`config.mk`:
```
export PLATFORM = sky130hd
export DESIGN_NAME = pbus_arbiter
export DESIGN_NICKNAME = d
export VERILOG_FILES = /design/src/rtl/pbus_arbiter.sv
export SDC_FILE = /design/constraint.sdc
export NUM_CORES = 1
export LEC_CHECK = 0
export ABC_AREA = 0
export ABC_CLOCK_PERIOD_IN_PS = 1670
export BUFFER_PORTS_ARGS = -buffer_cell sky130_fd_sc_hd__buf_2
export CELL_PAD_IN_SITES_DETAIL_PLACEMENT = 0
export CELL_PAD_IN_SITES_GLOBAL_PLACEMENT = 2
export CORE_MARGIN = 5
export CORE_UTILIZATION = 23
export DETAILED_ROUTE_END_ITERATION = 10
export GPL_TIMING_DRIVEN = 0
export PLACE_DENSITY = 0.91
export SLEW_MARGIN = 20
export SYNTH_ARGS = -nofsm -noshare
export SYNTH_HDL_FRONTEND = slang
export SYNTH_SLANG_ARGS = --single-unit
```
`constraint.sdc`:
```
create_clock -name clk_i -period 1.67 [get_ports clk_i]
set_clock_uncertainty 0.15 [all_clocks]
set_input_delay 0.0835 -clock clk_i [delete_from_list [all_inputs] [get_ports clk_i]]
set_output_delay 0.0835 -clock clk_i [all_outputs]
set_load 0.01 [all_outputs]
```
`src/rtl/pbus_arbiter.sv`:
```
// pbus_arbiter
//   Round-robin arbiter and transaction sequencer that shares one peripheral
//   bus (pbus) between NUM_REQ requesters. The winning request is registered
//   and held on the pbus until the peripheral signals ready. The read data and
//   a one-hot response strobe are then returned to the owning requester.
//
//   Each transfer walks IDLE -> BUSY -> RESP -> IDLE.
//   Handshake: a requester holds req_valid_i[i] and its fields stable until it
//   sees rsp_valid_o[i] for exactly one cycle. It may then drop the request or
//   present a new one from the following cycle on. On the pbus side, the
//   transfer is active while pbus_valid_o is high. It completes in the first
//   cycle where pbus_ready_i is also high.
//
//   Optional feature macro: PBUS_ARB_TIMEOUT_EN. When it is defined, a watchdog
//   ends a BUSY transfer after TIMEOUT_CYC cycles without ready. The response
//   is rsp_err_o = 1 and rsp_rdata_o = 0. When it is undefined, BUSY waits
//   indefinitely for ready and rsp_err_o is tied to 0.
//
// Ports:
//   clk_i, rst_i     clock, synchronous active-high reset
//   req_valid_i      per-requester request
//   req_addr_i       packed addresses, requester i at [32i+31:32i]
//   req_wdata_i      packed write data, requester i at [32i+31:32i]
//   req_wstrb_i      packed byte strobes, requester i at [4i+3:4i]
//   req_we_i         per-requester write enable
//   rsp_valid_o      one-hot, one-cycle response strobe
//   rsp_rdata_o      read data, qualified by rsp_valid_o
//   rsp_err_o        error flag, qualified by rsp_valid_o
//   pbus_addr_o      registered pbus address
//   pbus_wdata_o     registered pbus write data
//   pbus_wstrb_o     registered pbus byte strobes (0 for reads)
//   pbus_valid_o     pbus transfer active
//   pbus_we_o        registered pbus write enable
//   pbus_rdata_i     peripheral read data
//   pbus_ready_i     peripheral completes the transfer this cycle
module pbus_arbiter #(
    parameter int NUM_REQ     = 2,
    parameter int TIMEOUT_CYC = 255
) (
    input  logic                  clk_i,
    input  logic                  rst_i,
    input  logic [NUM_REQ-1:0]    req_valid_i,
    input  logic [NUM_REQ*32-1:0] req_addr_i,
    input  logic [NUM_REQ*32-1:0] req_wdata_i,
    input  logic [NUM_REQ*4-1:0]  req_wstrb_i,
    input  logic [NUM_REQ-1:0]    req_we_i,
    output logic [NUM_REQ-1:0]    rsp_valid_o,
    output logic [31:0]           rsp_rdata_o,
    output logic                  rsp_err_o,
    output logic [31:0]           pbus_addr_o,
    output logic [31:0]           pbus_wdata_o,
    output logic [3:0]            pbus_wstrb_o,
    output logic                  pbus_valid_o,
    output logic                  pbus_we_o,
    input  logic [31:0]           pbus_rdata_i,
    input  logic                  pbus_ready_i
);

    localparam int GW = (NUM_REQ > 1) ? $clog2(NUM_REQ) : 1;

    if (NUM_REQ < 2 || TIMEOUT_CYC < 1) begin : g_bad_param
        $error("pbus_arbiter: NUM_REQ must be >= 2 and TIMEOUT_CYC >= 1");
    end

    typedef enum logic [1:0] {
        IDLE = 2'd0,
        BUSY = 2'd1,
        RESP = 2'd2
    } state_t;

    state_t              state_q, state_d;
    logic [GW-1:0]       last_grant_q, last_grant_d;
    logic [31:0]         addr_q, addr_d;
    logic [31:0]         wdata_q, wdata_d;
    logic [3:0]          wstrb_q, wstrb_d;
    logic                we_q, we_d;
    logic                pvalid_q, pvalid_d;
    logic [NUM_REQ-1:0]  rsp_valid_q, rsp_valid_d;
    logic [31:0]         rsp_rdata_q, rsp_rdata_d;

`ifdef PBUS_ARB_TIMEOUT_EN
    localparam int CW = $clog2(TIMEOUT_CYC + 1);
    logic [CW-1:0]       cnt_q, cnt_d;
    logic                err_q, err_d;
`endif

    // Round-robin pick. First look for the lowest requester above last_grant.
    // If there is none, wrap around and take the lowest requester overall.
    int          hi_idx;
    int          lo_idx;
    int          pick_idx;
    logic        hi_found;
    logic        any_req;
    logic [31:0] pick_addr;
    logic [31:0] pick_wdata;
    logic [3:0]  pick_wstrb;
    logic        pick_we;

    always_comb begin
        hi_idx     = 0;
        lo_idx     = 0;
        hi_found   = 1'b0;
        any_req    = |req_valid_i;
        pick_addr  = '0;
        pick_wdata = '0;
        pick_wstrb = '0;
        pick_we    = 1'b0;
        // Scan from the top down so the lowest qualifying index wins.
        for (int i = NUM_REQ - 1; i >= 0; i--) begin
            if (req_valid_i[i]) begin
                lo_idx = i;
                if (i > int'(last_grant_q)) begin
                    hi_idx   = i;
                    hi_found = 1'b1;
                end
            end
        end
        pick_idx = hi_found ? hi_idx : lo_idx;
        for (int i = 0; i < NUM_REQ; i++) begin
            if (i == pick_idx) begin
                pick_addr  = req_addr_i[i*32 +: 32];
                pick_wdata = req_wdata_i[i*32 +: 32];
                pick_wstrb = req_wstrb_i[i*4 +: 4];
                pick_we    = req_we_i[i];
            end
        end
    end

    always_comb begin
        state_d      = state_q;
        last_grant_d = last_grant_q;
        addr_d       = addr_q;
        wdata_d      = wdata_q;
        wstrb_d      = wstrb_q;
        we_d         = we_q;
        pvalid_d     = pvalid_q;
        rsp_valid_d  = '0;
        rsp_rdata_d  = rsp_rdata_q;
`ifdef PBUS_ARB_TIMEOUT_EN
        cnt_d        = cnt_q;
        err_d        = err_q;
`endif
        case (state_q)
            IDLE: begin
                if (any_req) begin
                    last_grant_d = GW'(pick_idx);
                    addr_d       = pick_addr;
                    wdata_d      = pick_wdata;
                    // Reads never present byte strobes on the pbus.
                    wstrb_d      = pick_we ? pick_wstrb : 4'b0000;
                    we_d         = pick_we;
                    pvalid_d     = 1'b1;
                    state_d      = BUSY;
`ifdef PBUS_ARB_TIMEOUT_EN
                    cnt_d        = '0;
`endif
                end
            end
            BUSY: begin
                // last_grant_q holds the owner of the transfer in flight.
                if (pbus_ready_i) begin
                    rsp_rdata_d               = pbus_rdata_i;
                    rsp_valid_d[last_grant_q] = 1'b1;
                    pvalid_d                  = 1'b0;
                    state_d                   = RESP;
`ifdef PBUS_ARB_TIMEOUT_EN
                    err_d                     = 1'b0;
                end else if (cnt_q == CW'(TIMEOUT_CYC - 1)) begin
                    // Final BUSY cycle without ready: terminate with an error.
                    rsp_rdata_d               = 32'h0;
                    err_d                     = 1'b1;
                    rsp_valid_d[last_grant_q] = 1'b1;
                    pvalid_d                  = 1'b0;
                    state_d                   = RESP;
                end else begin
                    cnt_d                     = cnt_q + CW'(1);
`endif
                end
            end
            RESP: begin
                state_d = IDLE;
            end
            default: begin
                state_d  = IDLE;
                pvalid_d = 1'b0;
            end
        endcase
    end

    always_ff @(posedge clk_i) begin
        if (rst_i) begin
            state_q      <= IDLE;
            last_grant_q <= GW'(NUM_REQ - 1);
            addr_q       <= '0;
            wdata_q      <= '0;
            wstrb_q      <= '0;
            we_q         <= 1'b0;
            pvalid_q     <= 1'b0;
            rsp_valid_q  <= '0;
            rsp_rdata_q  <= '0;
`ifdef PBUS_ARB_TIMEOUT_EN
            cnt_q        <= '0;
            err_q        <= 1'b0;
`endif
        end else begin
            state_q      <= state_d;
            last_grant_q <= last_grant_d;
            addr_q       <= addr_d;
            wdata_q      <= wdata_d;
            wstrb_q      <= wstrb_d;
            we_q         <= we_d;
            pvalid_q     <= pvalid_d;
            rsp_valid_q  <= rsp_valid_d;
            rsp_rdata_q  <= rsp_rdata_d;
`ifdef PBUS_ARB_TIMEOUT_EN
            cnt_q        <= cnt_d;
            err_q        <= err_d;
`endif
        end
    end

    assign pbus_addr_o  = addr_q;
    assign pbus_wdata_o = wdata_q;
    assign pbus_wstrb_o = wstrb_q;
    assign pbus_we_o    = we_q;
    assign pbus_valid_o = pvalid_q;
    assign rsp_valid_o  = rsp_valid_q;
    assign rsp_rdata_o  = rsp_rdata_q;
`ifdef PBUS_ARB_TIMEOUT_EN
    assign rsp_err_o    = err_q;
`else
    assign rsp_err_o    = 1'b0;
`endif

endmodule

```
== Word level (Yosys, flattened, before mapping) ==
Index checks and enable logic that the tools add are counted.

* Input port bits: 175
* Memory bits (read-only): 0
* Logic and storage cells: 53
* Latch bits: 0
* Memory bits (writable): 0
* Output and inout port bits: 105
* Register bits: 107
* Memories kept: 0

* Eq/ne operators: 5
* Multiplexer cells: 24
* Magnitude comparators: 3
* Shifts and indexed selects: 0
* Reduce and logical (&&, ||, !) cells: 9
* $add $sub $neg: 0
* Multiply operators: 0
* Bitwise logic cells: 3
* Divide/modulo/power cells: 0

{| class="wikitable"
|+ Operator list
! cell !! count
|-
| 32-bit 2-to-1 mux || 7
|-
| 2-bit by 32-bit == test with 1-bit output (first input constant) || 1
|-
| 32-bit zero test || 1
|-
| 4-bit 2-to-1 mux || 3
|-
| 1-bit 2-to-1 mux || 9
|-
| 2-bit AND reduction || 3
|-
| 2-bit 2-to-1 mux || 2
|-
| 2-bit inequality test (second input constant) || 2
|-
| 2-bit case mux with 2 select lines || 1
|-
| 1-bit NOT || 3
|-
| 1-bit case mux with 3 select lines || 1
|-
| 3-bit AND reduction || 1
|-
| 3-bit OR reduction || 1
|-
| 2-bit by 1-bit == test with 1-bit output (second input constant) || 1
|-
| 2-bit == test (second input constant) || 1
|-
| 2-bit zero test || 1
|-
| 1-bit by 2-bit less-than comparator with 1-bit output (second input constant) || 1
|-
| 2-bit OR reduction || 1
|-
| 1-bit demux with 1-bit select || 1
|-
| 1-bit >= comparator (second input constant) || 1
|-
| 1-bit greater-than comparator (first input constant) || 1
|-
| 1-bit logical AND || 1
|}

== Depth between registers and ports, before layout ==
* Depth after elaboration: 8
* Mapped depth: 6
* Gate-level depth less buffers: 4

== Worst setup path after synthesis ==
No wires, ideal clock.

* Path type: register -> register
* From: reg last_grant_q
* To: reg wstrb_q[0] (netlist: pbus_wstrb_o[0])
* Cell stages (with the launch flop): 6
* Setup time: 0.128 ns
* Required time: 1.392 ns
* Arrival time: 1.117 ns
* Path slack: 0.275 ns
* Cell sequence: dfxtp_1 a21boi_2 buf_4 mux2i_1 a2bb2oi_1 nor2_1

* Cells in the longest elaborated chain, start to end: 8

{| class="wikitable"
|+ Ends and longest elaborated chain
! item !! line !! source
|-
| start: declaration || 72 || <nowiki>logic [GW-1:0] last_grant_q, last_grant_d;</nowiki>
|-
| start signal: assignment || 193 || <nowiki>last_grant_q <= GW'(NUM_REQ - 1);</nowiki>
|-
| start signal: assignment || 207 || <nowiki>last_grant_q <= last_grant_d;</nowiki>
|-
| 1-bit greater-than comparator * || 112 || <nowiki>if (i > int'(last_grant_q)) begin</nowiki>
|-
| 1-bit 2-to-1 mux || 112 ||
|-
| 32-bit 2-to-1 mux / 1-bit 2-to-1 mux (equally long branches) || 110 || <nowiki>if (req_valid_i[i]) begin</nowiki>
|-
| 32-bit 2-to-1 mux * || 118 || <nowiki>pick_idx = hi_found ? hi_idx : lo_idx;</nowiki>
|-
| 32-bit zero test || 120 || <nowiki>if (i == pick_idx) begin</nowiki>
|-
| 4-bit 2-to-1 mux / 1-bit 2-to-1 mux (equally long branches) (2 in series) || 120 ||
|-
| 4-bit 2-to-1 mux * || 150 || <nowiki>wstrb_d = pick_we ? pick_wstrb : 4'b0000;</nowiki>
|-
| end signal: assignment || 210 || <nowiki>wstrb_q <= wstrb_d;</nowiki>
|-
| end: declaration || 75 || <nowiki>logic [3:0] wstrb_q, wstrb_d;</nowiki>
|}

Mark *: on every way between the ends. The rest lies on a longest branch, timed or not.
A chain may end at the register's enable or synchronous reset.

== Worst setup path in the final report ==
* From: reg last_grant_q
* To: reg addr_q[19] (netlist: pbus_addr_o[19])

* Cells in the longest elaborated chain, start to end: 7

{| class="wikitable"
|+ Ends and longest elaborated chain
! item !! line !! source
|-
| 1-bit greater-than comparator * || 112 ||
|-
| 1-bit 2-to-1 mux || 112 ||
|-
| 32-bit 2-to-1 mux / 1-bit 2-to-1 mux (equally long branches) || 110 ||
|-
| 32-bit 2-to-1 mux * || 118 ||
|-
| 32-bit zero test || 120 ||
|-
| 32-bit 2-to-1 mux || 120 ||
|-
| 32-bit 2-to-1 mux * || 120 ||
|-
| end signal: assignment || 208 || <nowiki>addr_q <= addr_d;</nowiki>
|-
| end: declaration || 73 || <nowiki>logic [31:0] addr_q, addr_d;</nowiki>
|}

Marked as above.

==> results <==
- The Yosys step of the flow raised 0 warnings.
- After layout, the worst setup slack is 0.0751 ns.
- The horizontal die dimension is 148 um.
- Counting every sink on the clock net gives 107.
- At the pin with the least slew margin, the transition time is 0.538 ns.
- The run finished with clean final reports.
- The die area is 21,900 um2.
- Setup violations remaining at the end of the flow were counted as 0.
- The proportion of power drawn by combinational gates is 26.3%.
- Entering global routing, the biggest net connects 19 pins.
- The required time reported for the critical path endpoint is 1.74 ns.
- The worst hold path belongs to the class in -> reg.
- The worst flop-to-flop path endpoint is pbus_addr_o[19]$_SDFFE_PP0P_.
- The count of H-tree levels built during CTS is 3.
- The shortest clock period the worst path allows after layout is 1.59 ns.
- The routed via count divided by cell count is 4.44.
- In this run the cell area of the synthesized design comes to 4370 um2.
- IR analysis of the VDD net gives a maximum drop of 0.590 mV.
- STA classifies the critical path startpoint as a register.
- The worst-case register-to-register setup slack is 0.08 ns.
- The leakage component of the power is 3.83 nW.
- Setup repair after global routing could not meet its margin everywhere.
- In this run the clock root is driven by a clkbuf_16.
- The hold violation total from the final report came to 0.
- Dividing total power by cell area gives a power density of 855 nW/um2.
- The start of the worst register-to-register path is last_grant_q$_SDFFE_PP1P_.
- Among all flip-flop cells after synthesis, the most frequent one is dfxtp_1.
- The number of antenna violations at the first check in global routing is 0.
- The count of buffers added on input and output ports is 277.
- The floorplan has 50 rows.
- The clock tree from TritonCTS is yes.
- The fraction of power consumed by the clock network is 32.5%.
- The per-cell routed wire length is 16.4 um.
- The register area share after synthesis is 49.0%.
- The half-perimeter wire length after detailed placement is 12.6 mm.
- For this run, design rule violations remaining after detail routing come to 0.
- The cell taking the most area after synthesis is dfxtp_1.
- After clock tree synthesis, the clock-pin slew on the worst setup and hold paths is 0.08 ns.
- The number of pins exceeding their max-slew limit in the final report is 0.
- The global route total overflow is 0.
- In the final layout, the share of cells above drive strength 1 is 37.5%.
- The post-synthesis sequential element count is 107.
- Derived from the worst setup path, the maximum achievable clock frequency is 0.627 GHz.
- The average footprint of a synthesized cell is 9.26 um2.
- The peak fanout along the critical path is 10.
- The global placer's final weighted congestion is 0.775.
- The share of total power in sequential cells is 41.2%.
- The number of global-route vias before repair came to 5,528.
- The capturing instance or port of the critical path is pbus_addr_o[19]$_SDFFE_PP0P_.
- For this design the top-level I/O count stands at 280.
- Dividing the final minimum period by the clock period gives 95.5%.
- The core outline area is 18,700 um2.
- By area the synthesized netlist is led by dfxtp_1, mux2i_1, a211oi_1.
- The category of the worst setup path capture point is a register.
- The setup TNS is 0 ns.
- The share of synthesized area in the top cell type comes to 49.0%.
- The first-pass GRT wire length is 29.0 mm.
- The commonest cells after synthesis are dfxtp_1, nor2_1, mux2i_1.
- The starting density of the core is 23.4%.
- In the final design database the tool counted 1,109 nets.
- The net count after synthesis is 647.
- The clock latency on the worst-skew pair is 0.35 ns.
- Synthesis produced 472 cells.
- The maximum cell stage delay along the critical path is 0.35 ns.
- The cell at the slowest stage of the critical path is dfxtp_4.
- Among the stages of the critical path, the cell type that occurs most often is buf_6.
- The count of unique library cells instantiated by Yosys is 23.
- After detailed routing, the total wire length is 19.2 mm.
- The max-capacitance violation count is 0.
- For this block, the via count after detailed routing is 5,210.
- The filler cell count is 1,805.
- The height of the chip is 148 um.
- The internal portion of the total power is 0.00502 W.
- The maximum root-to-sink buffer count is 2.
- The critical path starts at last_grant_q$_SDFFE_PP1P_.
- Global routing consumed, over all layers together, 16.7% of the routing resources.
- The first routing iteration left 127 violations.
- The power dissipated by switching net loads is 0.00205 W.
- The critical path is of the reg -> reg type.
- Of all flip-flops after synthesis, the portion carrying an async set or reset was 0%.
- The detailed-router iteration count before antenna repair is 4.
- Walking the worst path, the cells encountered are a21boi_2 -> buf_6 -> buf_6 -> mux2i_2 -> a211oi_1.
- The area growth from synthesis to layout is 89.2%.
- By instance count, the leading cell after synthesis is dfxtp_1.
- The setup slack at placement is -0.297 ns.
- The number of clock buffers added by TritonCTS is 9.
- The post-detailed-route count of antenna-violating nets is 0.
- The switching power as a share of total power is 29.0%.
- The number of cells on the worst reg-to-reg path is 5.
- The arrival time at the worst endpoint is 1.67 ns.
- The count of flip-flops with a built-in enable after synthesis is 0.
- Headroom to the max-slew limit came out at 63.9%.
per-stage QoR:
stage               power (W)  cells  utilization [%]  hold slack (ns)  cell area, um2
floorplan             0.00373    472                -           0.0695            4370
global placement      0.00440    983             32.4            0.175            6050
detailed placement    0.00441    983             32.4            0.180            6050
CTS                   0.00708   1167             43.3         0.000101            8100
global route          0.00746   1173             44.2           0.0446            8270
finish                0.00708   1174             44.2           0.0395            8270
critical path, delay by kind of cell, from the launching register on:
family | cells | cell delay (ns)
compound gates | 2 | 0.24
flops | 1 | 0.35
buf+inv | 2 | 0.42
mux | 1 | 0.30
worst min path at each step:
stage,start,end,slack (ns),depth (start not counted)
floorplan,pbus_rdata_i[0],rsp_rdata_o[0]$_SDFFE_PP0P_,0.07,2
detailed placement,pbus_rdata_i[10],rsp_rdata_o[10]$_SDFFE_PP0P_,0.18,3
global route,req_wdata_i[15],pbus_wdata_o[15]$_SDFFE_PP0P_,0.04,3
global placement,pbus_rdata_i[6],rsp_rdata_o[6]$_SDFFE_PP0P_,0.17,3
finish,req_wdata_i[15],pbus_wdata_o[15]$_SDFFE_PP0P_,0.04,3
CTS,req_addr_i[63],pbus_addr_o[31]$_SDFFE_PP0P_,0.0001,3
flip-flops by register name, indices dropped and copies added (netlist names):
| signal | cells |
|---|---|
| pbus_addr_o | 32 |
| pbus_wdata_o | 32 |
| rsp_rdata_o | 32 |
| pbus_wstrb_o | 4 |
| rsp_valid_o | 2 |
| state_q | 2 |
| last_grant_q | 1 |
| pbus_valid_o | 1 |
| pbus_we_o | 1 |
routing by layer:
layer / vias to the layer above / track usage, % / share of wire (%)
met3: 56 / 5.55 / 7.9
met1: 2329 / 18.5 / 40
met5: - / 0 / 0
met4: 0 / 8.78 / 4.5
met2: 246 / 28.7 / 47
li1: 2579 / - / -
repair_timing:
action / 4_1_cts / 5_1_grt
pin swaps: 0 / 1
resized for setup: 15 / 28
endpoints found under the hold margin: 101 / 1
setup buffers: 2 / 4
setup endpoints to repair: 74 / 83
hold buffers: 166 / 1
gates cloned: 0 / 3
layout by cell type, fill, tap and decap left out, types with 3 or more instances in the layout:
master and n:
buf_2 283, mux2i_2 13, mux2i_1 55, a21oi_1 34, buf_12 3, a2bb2oi_1 4, nor2_1 71, clkbuf_4 4
dfxtp_1 104, buf_4 12, nand2_1 67, clkbuf_16 11, dlygate4sd3_1 167, a211oi_1 63, buf_6 5, clkbuf_1 11
clkbuf_2 6
final cells by class:
class / instances / area (um2) / share of cell area (%)
diodes: 1 / 2.50 / 0.0302
plain buffers: 40 / 275 / 3.33
clock buffers: 11 / 253 / 3.05
clock inverters: 5 / 68.8 / 0.832
multi-input cells: 323 / 2060 / 24.9
flip-flops and latches: 107 / 2150 / 26.0
well taps: 234 / 293 / 3.54
repair buffers: 453 / 3170 / 38.3
kinds of logic after synthesis:
kind of cell	Yosys count	share of synthesized area, %
flip-flops	107	49.0
buffers and inverters	42	5.38
AO/OA/AOI/OAI	106	16.4
multiplexers	69	15.8
AND/OR/NAND/NOR	147	13.4
other	1	0.0858
power groups by stage:
stage               combinational [W]  sequential, W  clock [W]
finish                        0.00186        0.00291    0.00230
CTS                           0.00178        0.00291    0.00238
detailed placement            0.00145        0.00297          0
global route                  0.00203        0.00294    0.00249
floorplan                    0.000661        0.00307          0
global placement              0.00145        0.00296          0
(Power assumes the default switching activity.)
